[src/rtl/sa_ram_pkg.sv]
// Shared definitions for the 256x256 SA RAM read path: geometry, read latency,
// and the read-streamer FSM state encoding.
package sa_ram_pkg;

  localparam int unsigned SA_AW     = 8;
  localparam int unsigned SA_DW     = 256;
  localparam int unsigned SA_RD_LAT = 1;

  typedef enum logic [1:0] {
    IDLE  = 2'd0,
    RUN   = 2'd1,
    DRAIN = 2'd2
  } rd_state_e;

endpackage

[src/rtl/sa_ram_rd_skid_fifo.sv]
// Small synchronous FIFO holding returned RAM beats (data + last tag) with an
// occupancy count; push and pop may happen in the same cycle.
module sa_ram_rd_skid_fifo #(
  parameter int unsigned DEP = 2,
  parameter int unsigned W   = 257
) (
  input  logic                       clk,
  input  logic                       rst,
  input  logic                       i_push,
  input  logic [W-1:0]               i_push_data,
  input  logic                       i_pop,
  output logic [W-1:0]               o_head,
  output logic [$clog2(DEP+1)-1:0]   o_occ
);

  localparam int unsigned OW = $clog2(DEP + 1);
  localparam int unsigned PW = (DEP > 1) ? $clog2(DEP) : 1;

  logic [W-1:0]  r_mem [DEP];
  logic [PW-1:0] r_wptr;
  logic [PW-1:0] r_rptr;
  logic [OW-1:0] r_occ;
  logic          w_do_pop;
  logic          w_full;

  function automatic logic [PW-1:0] f_inc(input logic [PW-1:0] p);
    return (p == PW'(DEP - 1)) ? '0 : p + 1'b1;
  endfunction

  assign w_do_pop = i_pop && (r_occ != '0);
  assign w_full   = (r_occ == OW'(DEP));

  always_ff @(posedge clk) begin
    if (i_push) begin
      r_mem[r_wptr] <= i_push_data;
    end
  end

  always_ff @(posedge clk or posedge rst) begin
    if (rst) begin
      r_wptr <= '0;
      r_rptr <= '0;
      r_occ  <= '0;
    end else begin
      if (i_push) begin
        r_wptr <= f_inc(r_wptr);
      end
      if (w_do_pop) begin
        r_rptr <= f_inc(r_rptr);
      end
      case ({i_push, w_do_pop})
        2'b10:   r_occ <= r_occ + 1'b1;
        2'b01:   r_occ <= r_occ - 1'b1;
        default: r_occ <= r_occ;
      endcase
    end
  end

  assign o_head = r_mem[r_rptr];
  assign o_occ  = r_occ;

  // The issuer guarantees buffered + in-flight never exceeds DEP.
  a_no_overflow: assert property (@(posedge clk) disable iff (rst) !(i_push && w_full));

endmodule

[src/rtl/sa_ram_rd_streamer_256x256.sv]
// Read-side burst master for the 256x256 SA RAM: issues one read per cycle when
// the output buffer has room and streams returned beats out with a last flag.
module sa_ram_rd_streamer_256x256
  import sa_ram_pkg::*;
#(
  parameter int unsigned AW       = SA_AW,
  parameter int unsigned DW       = SA_DW,
  parameter int unsigned SKID_DEP = 2
) (
  input  logic          clk,
  input  logic          rst,
  input  logic          cmd_vld,
  output logic          cmd_rdy,
  input  logic [AW-1:0] cmd_addr,
  input  logic [AW-1:0] cmd_len,
  output logic [AW-1:0] ram_ra,
  output logic          ram_re,
  input  logic [DW-1:0] ram_dout,
  output logic          dat_vld,
  input  logic          dat_rdy,
  output logic [DW-1:0] dat_pd,
  output logic          dat_last,
  output logic          busy
);

  localparam int unsigned OW = $clog2(SKID_DEP + 1);
  localparam int unsigned LW = OW + 1;

  rd_state_e     r_state;
  rd_state_e     w_state_nxt;
  logic [AW-1:0] r_cur_addr;
  logic [AW-1:0] r_rem;
  logic          r_pend;
  logic          r_pend_last;

  logic [OW-1:0] w_occ;
  logic [DW:0]   w_head;
  logic [LW-1:0] w_level;
  logic          w_pop;
  logic          w_issue;
  logic          w_final;
  logic          w_accept;

  assign w_accept = cmd_vld && cmd_rdy;
  assign w_pop    = dat_vld && dat_rdy;

  // Room check counts the beat leaving this cycle so a full-rate stream never bubbles.
  assign w_level = LW'(w_occ) + LW'(r_pend) - LW'(w_pop);
  assign w_issue = (r_state == RUN) && (w_level < LW'(SKID_DEP));
  assign w_final = w_issue && (r_rem == '0);

  always_ff @(posedge clk or posedge rst) begin
    if (rst) begin
      r_state <= IDLE;
    end else begin
      r_state <= w_state_nxt;
    end
  end

  always_comb begin
    w_state_nxt = r_state;
    unique case (r_state)
      IDLE: begin
        if (cmd_vld) begin
          w_state_nxt = RUN;
        end
      end
      RUN: begin
        if (w_final) begin
          w_state_nxt = DRAIN;
        end
      end
      DRAIN: begin
        if (!r_pend && (w_occ == OW'(w_pop))) begin
          w_state_nxt = IDLE;
        end
      end
      default: w_state_nxt = IDLE;
    endcase
  end

  always_ff @(posedge clk or posedge rst) begin
    if (rst) begin
      r_cur_addr  <= '0;
      r_rem       <= '0;
      r_pend      <= 1'b0;
      r_pend_last <= 1'b0;
    end else begin
      if (w_accept) begin
        r_cur_addr <= cmd_addr;
        r_rem      <= cmd_len;
      end else if (w_issue) begin
        r_cur_addr <= r_cur_addr + 1'b1;
        r_rem      <= r_rem - 1'b1;
      end
      r_pend      <= w_issue;
      r_pend_last <= w_final;
    end
  end

  sa_ram_rd_skid_fifo #(
    .DEP (SKID_DEP),
    .W   (DW + 1)
  ) u_fifo (
    .clk         (clk),
    .rst         (rst),
    .i_push      (r_pend),
    .i_push_data ({r_pend_last, ram_dout}),
    .i_pop       (w_pop),
    .o_head      (w_head),
    .o_occ       (w_occ)
  );

  assign cmd_rdy  = (r_state == IDLE);
  assign busy     = (r_state != IDLE);
  assign ram_re   = w_issue;
  assign ram_ra   = r_cur_addr;
  assign dat_vld  = (w_occ != '0);
  assign dat_pd   = w_head[DW-1:0];
  assign dat_last = w_head[DW];

endmodule

[config.mk]
export PLATFORM = sky130hd
export DESIGN_NAME = sa_ram_rd_streamer_256x256
export DESIGN_NICKNAME = d
export VERILOG_FILES = /design/src/rtl/sa_ram_pkg.sv /design/src/rtl/sa_ram_rd_skid_fifo.sv /design/src/rtl/sa_ram_rd_streamer_256x256.sv
export SDC_FILE = /design/constraint.sdc
export NUM_CORES = 1
export LEC_CHECK = 0
export ABC_AREA = 1
export ABC_CLOCK_PERIOD_IN_PS = 11500
export BUFFER_PORTS_ARGS = -buffer_cell sky130_fd_sc_hd__buf_4
export CAP_MARGIN = 20
export CORE_MARGIN = 10
export CORE_UTILIZATION = 45
export DETAILED_ROUTE_END_ITERATION = 8
export GPL_TIMING_DRIVEN = 0
export PLACE_DENSITY = 0.82
export SETUP_SLACK_MARGIN = 0.4
export SYNTH_ARGS = -nofsm -noshare
export SYNTH_HDL_FRONTEND = slang
export SYNTH_SLANG_ARGS = --single-unit
[constraint.sdc]
create_clock -name clk -period 11.5 [get_ports clk]
set_clock_uncertainty 0.1 [all_clocks]
set_input_delay 2.3 -clock clk [delete_from_list [all_inputs] [get_ports clk]]
set_output_delay 2.3 -clock clk [all_outputs]
set_load 0.01 [all_outputs]
==> summary.md, run 1 <==
| Metric | Value |
|---|---|
| Hold Crit Depth | `0` |
| Critical path endpoint category | `output port` |
| Core ar. | `44,320 µm²` |
| Clk buf depth | `3` |
| Fin. max-slew vios | `0` |
| Reg2reg setup slack | `roughly 8600 ps` |
| Power density cells | `263.0 nW/µm²` |
| Commonest non-fill, non-tap cell in the layout | `nand2_1` |
| Most frequent cells in the layout | `nand2_1, buf_4, edfxtp_1, clkbuf_16, buf_2` |
| # rows | `77` |
| Starting DRT DRC Count | `1,210` |
| DR WL/cell | `20.27 µm` |
| I/O Pins | `between 500 and 600` |
| # nets final | `between 2,000 and 2,500` |
| Final GP Congestion | `0.8556` |
| Synth Warn # | `0` |
| Synth area leaders | `edfxtp_1, nand2_1, dfrtp_1` |
| Pre-antenna DRT Iters | `5` |
| DRC viols | `0` |
| Layout area overhead | `33.58%` |
| Placed cells | `between 2,000 and 3,000` |
| Startpoint types | `input pin` |
| GRT Overall Usage | `20.02%` |
| Clock Sinks | `~540` |
| Syn Inst Count | `between 1,500 and 2,000` |
| Starting density of the core | `45.55%` |
| Vias in the first global route | `13,990` |
| Avg Synthesized Cell Area | `approximately 13 µm²` |
| CTS root buf | `clkbuf_16` |
| Total die area | `53,730 µm²` |
| Worst slew pin tran | `around 940 ps` |
| Clock insertion delay at the later pin of the skew report | `around 570 ps` |
| Combinational Power Share | `37.9%` |
| Worst r2r src | `u_fifo.o_occ[1]$_DFFE_PP0P_` |
| Period minus WS final | `6695 ps` |
| Highest ir drop seen on vdd | `0.0002070 V` |
| Hold_buf cts | `0` |
| HP Start | `r_pend_last$_DFF_PP0_` |
| Layout cells sized above 1 | `31.93%` |
| Die extent in y | `around 230 µm` |
| Slew HR | `37.45%` |
| Crit Path Class | `input pin to output port` |
| Critical path arrival | `between 4000 and 5000 ps` |
| Crit path launch | `dat_rdy` |
| Sw power | `2.491 mW` |
| Mapped Area | `between 20,000 and 25,000 µm²` |
| PostCTS Resize Cnt | `0` |
| I/O Buffers | `roughly 540` |
| Antenna violations before repair | `6` |
| Cells on worst reg2reg path | `12` |
| Mapped Nets | `1,835` |
| Slowest-stage cell, CP | `fa_1` |
| Crit path required time | `~9000 ps` |
| Final Power | `roughly 7.1 mW` |
| Power Internal | `4.600 mW` |
| Hold Vio Cnt, Final | `0` |
| Setup WS pre-CTS | `4800 ps` |
| Die width | `231.8 µm` |
| Gr ovfl total | `0` |
| Reg-to-reg endpoint | `r_state[0]$_DFFE_PP0P_` |
| Setup Buffers After CTS | `0` |
| Critical Path, Cell by Cell | `buf_4 > nand2_1 > inv_1 > ha_1 > or2_2 > fa_1 > nand3_1 > nor2_4 > buf_4` |
| Yosys reg bits | `approximately 540` |
| Unrepaired setup endpoints after global routing | `false` |
| Crit path top cell by count | `buf_4` |
| Pin count of the biggest net entering global routing | `123` |
| Vias | `13,780` |
| Final setup margin | `4805 ps` |
| Final setup viols | `0` |
| Share of the synthesized area in the top cell type | `76.46%` |
| Num CTS Buffers | `53` |
| Sink of the worst hold path | `u_fifo.r_mem[1][256]$_DFFE_PP_` |
| Fmax | `149.4 MHz` |
| Largest stage delay, worst path | `510 ps` |
| Antenna-violating nets left | `0` |
| First-pass GRT wire length | `82,520 µm` |
| Yosys top cell by area | `edfxtp_1` |
| CTS tree | `built` |
| Worst Path Max Fanout | `8` |
| Final WL | `56,780 µm` |
| Static leakage | `11.58 nW` |
| Max-cap viol count | `0` |
| Final worst-path cycle share | `58.22%` |
| Seq pwr share | `between 30% and 40%` |
| Outcome | `complete, no violations` |
| Sw frac | `35.13%` |
| Clock transition at path regs | `60 ps` |
| DP Wirelength | `41,790 µm` |
| Vias per cell | `4.919` |
| Netlist cell types | `34` |
| Fin cells | `2,801` |
| Seq/Total Area, Yosys | `between 70% and 80%` |
| HP Class | `flop to flop` |
| Clock power frac | `a little under a quarter` |
| Setup TNS | `0 ps` |
| H-tree depth | `2` |
## metrics by stage
stage	hold WS [ps]	utilization [%]	instance area, µm²
6_report	346.3	60.84	26960
5_1_grt	375.1	60.84	26960
4_1_cts	348.1	60.84	26960
3_5_place_dp	333.6	57.02	25270
3_3_place_gp	329.1	56.44	25010
2_1_floorplan	320.4	-	20190
## registers in the layout (all words and copies together), names as in the netlist
name           count
u_fifo.r_mem     514
r_rem              8
ram_ra             8
r_state            2
u_fifo.o_occ       2
r_pend             1
r_pend_last        1
u_fifo.r_rptr      1
u_fifo.r_wptr      1
## worst max-delay path, delay by kind of cell
kind	cells	cell delay (ps)
and+or+nand+nor	4	810
buffers and inverters	3	360
adders and majority gates	2	810
## cell type report
cell class,count,area (µm²)
multi-input combinational,924,3719
fill,3300,17350
inverter,30,120.1
timing repair buffer,555,4327
tap,592,740.7
buffer,62,327.8
clock buffer,61,1399
antenna,1,2.502
sequential,538,16040
clock inverter,38,294.0
## layer usage
metal	vias up	part of all wire, %	GRT usage [%]
met5	-	0.11	0
met2	632	51	34.79
li1	6440	-	-
met1	6580	35	22.18
met4	8	3.5	7.086
met3	119	10	7.403
## power by group through the flow
| stage | Clock (mW) | Combinational [mW] | Sequential, mW |
|---|---|---|---|
| finish | 1.68 | 2.69 | 2.73 |
| global route | 1.77 | 2.92 | 2.76 |
| CTS | 1.70 | 2.73 | 2.72 |
| detailed placement | 0 | 2.71 | 2.76 |
| global placement | 0 | 2.58 | 2.91 |
| floorplan | 0 | 1.30 | 2.84 |
## cells by family (layout without fill, tap and decap cells)
| family | after synthesis | count (layout) | synth area share, % |
|---|---|---|---|
| fa+ha+maj | 5 | 5 | 0.3471 |
| flops | 538 | 538 | 79.43 |
| xor+xnor | 4 | 4 | 0.1736 |
| buf+inv | 92 | 746 | 2.182 |
| simple gates | 888 | 888 | 16.96 |
| compound gates | 27 | 27 | 0.8987 |
| other cells | 0 | 1 | 0 |
## cell usage after synthesis, drive strengths merged
library cell / number
nor2: 27
o211ai: 2
buf: 45
o31ai: 1
nand4: 1
ha: 4
o21ai: 15
dfrtp: 24
fa: 1
nand3b: 1
nand3: 16
clkbuf: 17
xor2: 3
edfxtp: 514
o21a: 1
inv: 30
a21oi: 6
xnor2: 1
or2: 5
nand2: 838
o21bai: 2
## worst max path at each step
stage	to	slack, ps	cells past startpoint
final	ram_re	4810	9
after global routing	ram_re	4710	9
after CTS	ram_re	4790	9
after detailed placement	ram_re	4800	9
after global placement	u_fifo.r_mem[0][141]$_DFFE_PP_	360	2
after floorplan	u_fifo.r_mem[0][0]$_DFFE_PP_	3790	2
No activity file was read; power rests on OpenSTA's default activity.
==> inputs of run 2 (changes only) <==
ABC_CLOCK_PERIOD_IN_PS = 6450   (was 11500)
PLACE_DENSITY = 0.79   (was 0.82)
clock period = 6.45 ns   (was 11.5 ns; I/O delays follow)
==> run 2 against run 1 <==
Against the previous run: setup slack worse by 3000 ps; first-iteration DRC count shrank 23%; non-clock buffer count increased by 5; sequential power up 78%; core utilization rose by 0.18 points; count of clock-buffer cells in the layout rose by 5; largest cell class unchanged.
==> summary.md, run 2 (same netlist as run 1, synthesis figures left out) <==
| Metric | Value |
|---|---|
| Crit path required time | `5060 ps (-4040 ps)` |
| Period minus WS final | `4684 ps` |
| Antenna-violating nets left | `0 (unchanged)` |
| Vias in the first global route | `14,000 (+0.064%)` |
| Routed wl met3 | `4524 µm (-22%)` |
| Crit path top cell by count | `buf_4` |
| Max-cap viol count | `0 (unchanged)` |
| # rows | `77 (unchanged)` |
| Fin. max-slew vios | `0 (unchanged)` |
| Unrepaired setup endpoints after global routing | `false` |
| Die extent in y | `231.8 µm (unchanged)` |
| Pin count of the biggest net entering global routing | `42 (-66%)` |
| Largest stage delay, worst path | `530 ps (+20 ps)` |
| Combinational Power Share | `38.1% (+0.2 points)` |
| Critical path endpoint category | `output port` |
| Final Power | `12.66 mW (+79%)` |
| Kind of cell adding the most delay to the critical path | `adder cells` |
| Worst slew pin tran | `949.3 ps (+11.96 ps)` |
| CTS tree | `built` |
| Max layer used | `met5` |
| Starting density of the core | `45.55% (unchanged)` |
| I/O Pins | `545 (unchanged)` |
| Fmax | `213.5 MHz` |
| Antenna violations before repair | `4 (-2)` |
| Slew HR | `36.65% (-0.80 points)` |
| Core ar. | `44,320 µm² (unchanged)` |
| Hold Crit Depth | `0 (unchanged)` |
| Slowest-stage cell, CP | `fa_1` |
| Final GP Congestion | `0.8455 (-1.2%)` |
| Power density cells | `468.3 nW/µm² (+78%)` |
| Outcome | `complete, no violations` |
| Startpoint types | `input pin` |
| WL met2 | `29,680 µm (+2.9%)` |
| WHS | `370.0 ps (+23.77 ps)` |
| # nets final | `2,450 (+0.20%)` |
| Vias per cell | `4.902 (-0.35%)` |
| M1 wire length | `20,350 µm (+1.3%)` |
| Static leakage | `11.60 nW (+0.15%)` |
| Worst Path Max Fanout | `8 (unchanged)` |
| H-tree depth | `2 (unchanged)` |
| First-pass GRT wire length | `82,350 µm (-0.21%)` |
| Setup Buffers After CTS | `0 (unchanged)` |
| Most frequent cells in the layout | `nand2_1, buf_4, edfxtp_1, clkbuf_16, buf_2` |
| Pre-antenna DRT Iters | `5 (unchanged)` |
| Seq pwr share | `38.3% (-0.2 points)` |
| Largest register FFs | `514 (unchanged)` |
| Starting DRT DRC Count | `931 (-23%)` |
| DRC viols | `0 (unchanged)` |
| Final setup viols | `0 (unchanged)` |
| I/O Buffers | `544 (unchanged)` |
| Clock transition at path regs | `60 ps (about the same)` |
| Crit Path Class | `input pin to output port` |
| Power Internal | `8.264 mW (+80%)` |
| Highest ir drop seen on vdd | `0.0003626 V (+75%)` |
| Critical path arrival | `3290 ps (-1000 ps)` |
| Die width | `231.8 µm (unchanged)` |
| Clock Sinks | `538 (unchanged)` |
| DR WL/cell | `20.20 µm (-0.36%)` |
| Commonest non-fill, non-tap cell in the layout | `nand2_1` |
| Clk buf depth | `3 (unchanged)` |
| GRT Overall Usage | `20.00% (about the same)` |
| Setup TNS | `0 ps (unchanged)` |
| Final worst-path cycle share | `72.62%` |
| HP Class | `flop to flop` |
| Crit path depth | `9 (unchanged)` |
| Layout cells sized above 1 | `31.52% (-0.41 points)` |
| Sw power | `4.400 mW (+77%)` |
| Sw frac | `34.74% (-0.39 points)` |
| Critical path buffer and inverter count | `3 (unchanged)` |
| Vias | `13,750 (-0.25%)` |
| Layout area overhead | `33.97%` |
| Critical Path, Cell by Cell | `buf_4 > nand2_1 > inv_1 > ha_1 > or2_2 > fa_1 > nand3_1 > nor2_4 > buf_4` |
| CTS root buf | `clkbuf_16` |
| PostCTS Resize Cnt | `0 (unchanged)` |
| Total die area | `53,730 µm² (unchanged)` |
| Reg with most FFs | `u_fifo.r_mem` |
| Gr ovfl total | `0 (unchanged)` |
| Cells on worst reg2reg path | `14 (+2)` |
| DP Wirelength | `41,850 µm (+0.14%)` |
| Hold Vio Cnt, Final | `0 (unchanged)` |
| Clock insertion delay at the later pin of the skew report | `570 ps (about the same)` |
| Clock power frac | `23.6% (about the same)` |
| Num CTS Buffers | `53 (unchanged)` |
| Final WL | `56,630 µm (-0.25%)` |
| Hold_buf cts | `0 (unchanged)` |
-- run 2: cell count changes in the layout (fill, tap and decap cells not counted) --
| cell | before | now |
|---|---|---|
| clkbuf_16 | 55 | 53 |
| inv_8 | 1 | 0 |
| buf_12 | 8 | 13 |
| bufinv_16 | 4 | 6 |
| clkinvlp_4 | 4 | 1 |
| inv_6 | 2 | 3 |
| clkinv_2 | 17 | 6 |
| clkinv_1 | 11 | 15 |
| clkinv_4 | 0 | 1 |
| clkbuf_1 | 23 | 30 |
-- run 2: per-stage QoR --
| step | std cells | util (%) | instance area (µm²) | setup slack [ps] |
|---|---|---|---|---|
| 3_5_place_dp | 2706 | 57.24 | 25370 | 1768 |
| 4_1_cts | 2803 | 61.02 | 27040 | 1764 |
| 5_1_grt | 2804 | 61.02 | 27040 | 1664 |
| 6_report | 2804 | 61.02 | 27040 | 1766 |
| 3_3_place_gp | 2690 | 56.46 | 25020 | -554.1 |
| 2_1_floorplan | 1554 | - | 20200 | 1599 |
-- run 2: layer usage --
layer	GRT usage, %	up-vias
li1	-	6457
met1	21.82	6617
met2	35.92	556
met3	5.864	109
met4	7.903	6
met5	0	-
-- run 2: power by group through the flow --
stage	combinational (mW)	sequential (mW)	clock, mW
2_1_floorplan	2.32	4.99	0
3_3_place_gp	4.60	5.07	0
3_5_place_dp	4.86	4.92	0
4_1_cts	4.89	4.85	3.05
5_1_grt	5.25	4.91	3.17
6_report	4.82	4.85	2.99
-- run 2: area by class of cell --
type	count	area, µm²
sequential	538	16040
clock inverter	31	301.5
inverter	30	116.4
timing repair buffer	560	4427
buffer	62	327.8
tap	592	740.7
antenna	1	2.502
multi-input combinational	924	3719
fill	3256	17270
clock buffer	66	1375
-- run 2: path summary, 6_finish.rpt --
check	start	to	slack, ps
worst max register to register	u_fifo.o_occ[1]$_DFFE_PP0P_	r_rem[2]$_DFFE_PP0P_	3490
max in group asynchronous	rst	r_pend_last$_DFF_PP0_	4830
worst min register to register	r_pend_last$_DFF_PP0_	u_fifo.r_mem[0][256]$_DFFE_PP_	370
worst min-delay path	r_pend_last$_DFF_PP0_	u_fifo.r_mem[0][256]$_DFFE_PP_	370
worst max-delay path	dat_rdy	ram_re	1770
min in group asynchronous	rst	ram_ra[3]$_DFFE_PP0P_	830
==> inputs of run 3 (changes only) <==
ABC_CLOCK_PERIOD_IN_PS = 4900   (was 6450)
clock period = 4.9 ns   (was 6.45 ns; I/O delays follow)
==> run 3 against run 2 <==
Against the previous run: worst hold slack worse by 9.3 ps; clock power up 27%; via count up 0.21%; sequential share of layout area up 0.15 points; register-to-register slack worse by 1500 ps; first-iteration DRC count up 12%; largest power group unchanged; combinational power up 32%; wire length down 0.34%; cell count unchanged; sequential power up 32%.
==> summary.md, run 3 (same netlist as run 1, synthesis figures left out) <==
| Metric | Value |
|---|---|
| Outcome | `complete, no violations` |
| Final worst-path cycle share | `85.49%` |
| # rows | `77 (unchanged)` |
| Fin cells | `2,804 (unchanged)` |
| PostCTS Resize Cnt | `0 (unchanged)` |
| Hold Crit Depth | `0 (unchanged)` |
| Layout area overhead | `33.64%` |
| Worst slew pin tran | `951.1 ps (+1.828 ps)` |
| Clock transition at path regs | `60 ps (about the same)` |
| Seq pwr share | `38.6% (+0.3 points)` |
| GRT Overall Usage | `19.93% (-0.072 points)` |
| Unrepaired setup endpoints after global routing | `false` |
| Hold Vio Cnt, Final | `0 (unchanged)` |
| Final Power | `16.54 mW (+31%)` |
| I/O Buffers | `544 (unchanged)` |
| Setup WS pre-CTS | `854.1 ps (-913.6 ps)` |
| Period minus WS final | `4189 ps` |
| Combinational Power Share | `38.4% (+0.3 points)` |
| Final WL | `56,440 µm (-0.34%)` |
| Final setup viols | `0 (unchanged)` |
| Reg2reg setup slack | `2030 ps (-1460 ps)` |
| Clock Sinks | `538 (unchanged)` |
| Antenna violations before repair | `5 (+1)` |
| Critical path arrival | `3110 ps (-180 ps)` |
| Worst r2r src | `u_fifo.o_occ[1]$_DFFE_PP0P_` |
| Cell area after layout | `26,980 µm² (-0.25%)` |
| Clock power frac | `23.0% (-0.6 points)` |
| Pin count of the biggest net entering global routing | `42 (unchanged)` |
| Reg-to-reg endpoint | `r_rem[6]$_DFFE_PP0P_` |
| WHS | `360.8 ps (-9.256 ps)` |
| Setup Buffers After CTS | `0 (unchanged)` |
| Fmax | `238.7 MHz` |
| Sw power | `5.805 mW (+32%)` |
| CTS tree | `built` |
| Starting DRT DRC Count | `1,040 (+12%)` |
| Final GP Congestion | `0.8407 (-0.57%)` |
| DR WL/cell | `20.13 µm (-0.34%)` |
| Sink of the worst hold path | `u_fifo.r_mem[1][256]$_DFFE_PP_` |
| Slowest-stage cell, CP | `fa_1` |
| Vias in the first global route | `13,930 (-0.53%)` |
| Crit path required time | `3820 ps (-1240 ps)` |
| Num CTS Buffers | `53 (unchanged)` |
| Vias per cell | `4.912 (+0.21%)` |
| Max-cap viol count | `0 (unchanged)` |
| Die width | `231.8 µm (unchanged)` |
| Fin. max-slew vios | `0 (unchanged)` |
| Starting density of the core | `45.55% (unchanged)` |
| Antenna-violating nets left | `0 (unchanged)` |
| DP Area | `25,360 µm² (about the same)` |
| Layout cells sized above 1 | `31.57% (+0.045 points)` |
| Worst Path Max Fanout | `8 (unchanged)` |
| Highest ir drop seen on vdd | `0.0004728 V (+30%)` |
| DP Wirelength | `41,510 µm (-0.82%)` |
| Core ar. | `44,320 µm² (unchanged)` |
| H-tree depth | `2 (unchanged)` |
| Largest register FFs | `514 (unchanged)` |
| Power Internal | `10.73 mW (+30%)` |
| Hold_buf cts | `0 (unchanged)` |
| First-pass GRT wire length | `81,930 µm (-0.51%)` |
| Total die area | `53,730 µm² (unchanged)` |
| Cells on worst reg2reg path | `13 (-1)` |
| Final setup margin | `711.2 ps (-1055 ps)` |
| Critical Path, Cell by Cell | `inv_2 > nand2_1 > nand2_1 > inv_1 > ha_1 > or2_2 > fa_1 > nand3_1 > nor2_4 > buf_4` |
| HP Start | `r_pend_last$_DFF_PP0_` |
| Gr ovfl total | `0 (unchanged)` |
| Startpoint types | `flop` |
| HP Class | `flop to flop` |
| I/O Pins | `545 (unchanged)` |
| Crit Path Class | `flop to output port` |
| CTS root buf | `clkbuf_16` |
| Static leakage | `11.56 nW (-0.32%)` |
| Reg with most FFs | `u_fifo.r_mem` |
| DRC viols | `0 (unchanged)` |
| Most frequent cells in the layout | `nand2_1, buf_4, edfxtp_1, clkbuf_16, buf_2` |
| # nets final | `2,450 (unchanged)` |
| Commonest non-fill, non-tap cell in the layout | `nand2_1` |
| Clk buf depth | `3 (unchanged)` |
| Critical path endpoint category | `output port` |
| Setup TNS | `0 ps (unchanged)` |
| Pre-antenna DRT Iters | `5 (unchanged)` |
| Vias | `13,770 (+0.21%)` |
| Power density cells | `613.0 nW/µm² (+31%)` |
| Largest stage delay, worst path | `510 ps (-20 ps)` |
| Placed cells | `2,706 (unchanged)` |
| Sw frac | `35.10% (+0.36 points)` |
| Final core occ | `60.87% (-0.15 points)` |
| Slew HR | `36.53% (-0.12 points)` |
| Clock insertion delay at the later pin of the skew report | `580 ps (about the same)` |
| Crit path top cell by count | `nand2_1` |
| Die extent in y | `231.8 µm (unchanged)` |
==> run 3: power by group through the flow <==
| stage | Sequential, mW | Combinational [mW] | Clock [mW] |
|---|---|---|---|
| floorplan | 6.57 | 3.05 | 0 |
| global placement | 6.67 | 6.08 | 0 |
| detailed placement | 6.47 | 6.39 | 0 |
| CTS | 6.38 | 6.44 | 3.89 |
| global route | 6.45 | 6.92 | 4.06 |
| finish | 6.39 | 6.35 | 3.80 |
==> run 3: how the worst max path moves through the flow <==
stage / slack [ps] / from / end
after global placement: -2140 / u_fifo.r_wptr$_DFFE_PP0P_ / u_fifo.r_mem[1][134]$_DFFE_PP_
after CTS: 670 / u_fifo.o_occ[1]$_DFFE_PP0P_ / ram_re
after detailed placement: 850 / dat_rdy / ram_re
final: 710 / u_fifo.o_occ[1]$_DFFE_PP0P_ / ram_re
after global routing: 560 / u_fifo.o_occ[1]$_DFFE_PP0P_ / ram_re
after floorplan: 70 / u_fifo.r_wptr$_DFFE_PP0P_ / u_fifo.r_mem[1][0]$_DFFE_PP_
==> run 3: area by class of cell <==
| type | count | area (µm²) |
|---|---|---|
| antenna | 1 | 2.502 |
| buffer | 62 | 327.8 |
| clock buffer | 72 | 1440 |
| clock inverter | 25 | 173.9 |
| fill | 3274 | 17340 |
| inverter | 30 | 116.4 |
| multi-input combinational | 924 | 3721 |
| sequential | 538 | 16040 |
| tap | 592 | 740.7 |
| timing repair buffer | 560 | 4419 |
==> run 3: metal layers <==
metal  GRT usage (%)  vias to the layer above  part of all wire (%)
li1                -                     6453                     -
met1           22.66                     6638                    36
met2           34.71                      567                    51
met3           6.817                      108                   9.6
met4           6.351                        8                   2.9
met5               0                        -                 0.092
==> run 3: worst max-delay path, delay by kind of cell (launching register included) <==
family                   cells  cell delay, ps
adder cells (fa/ha/maj)      2             810
buffers and inverters        3             380
flip-flops                   1             420
AND/OR/NAND/NOR              5             910
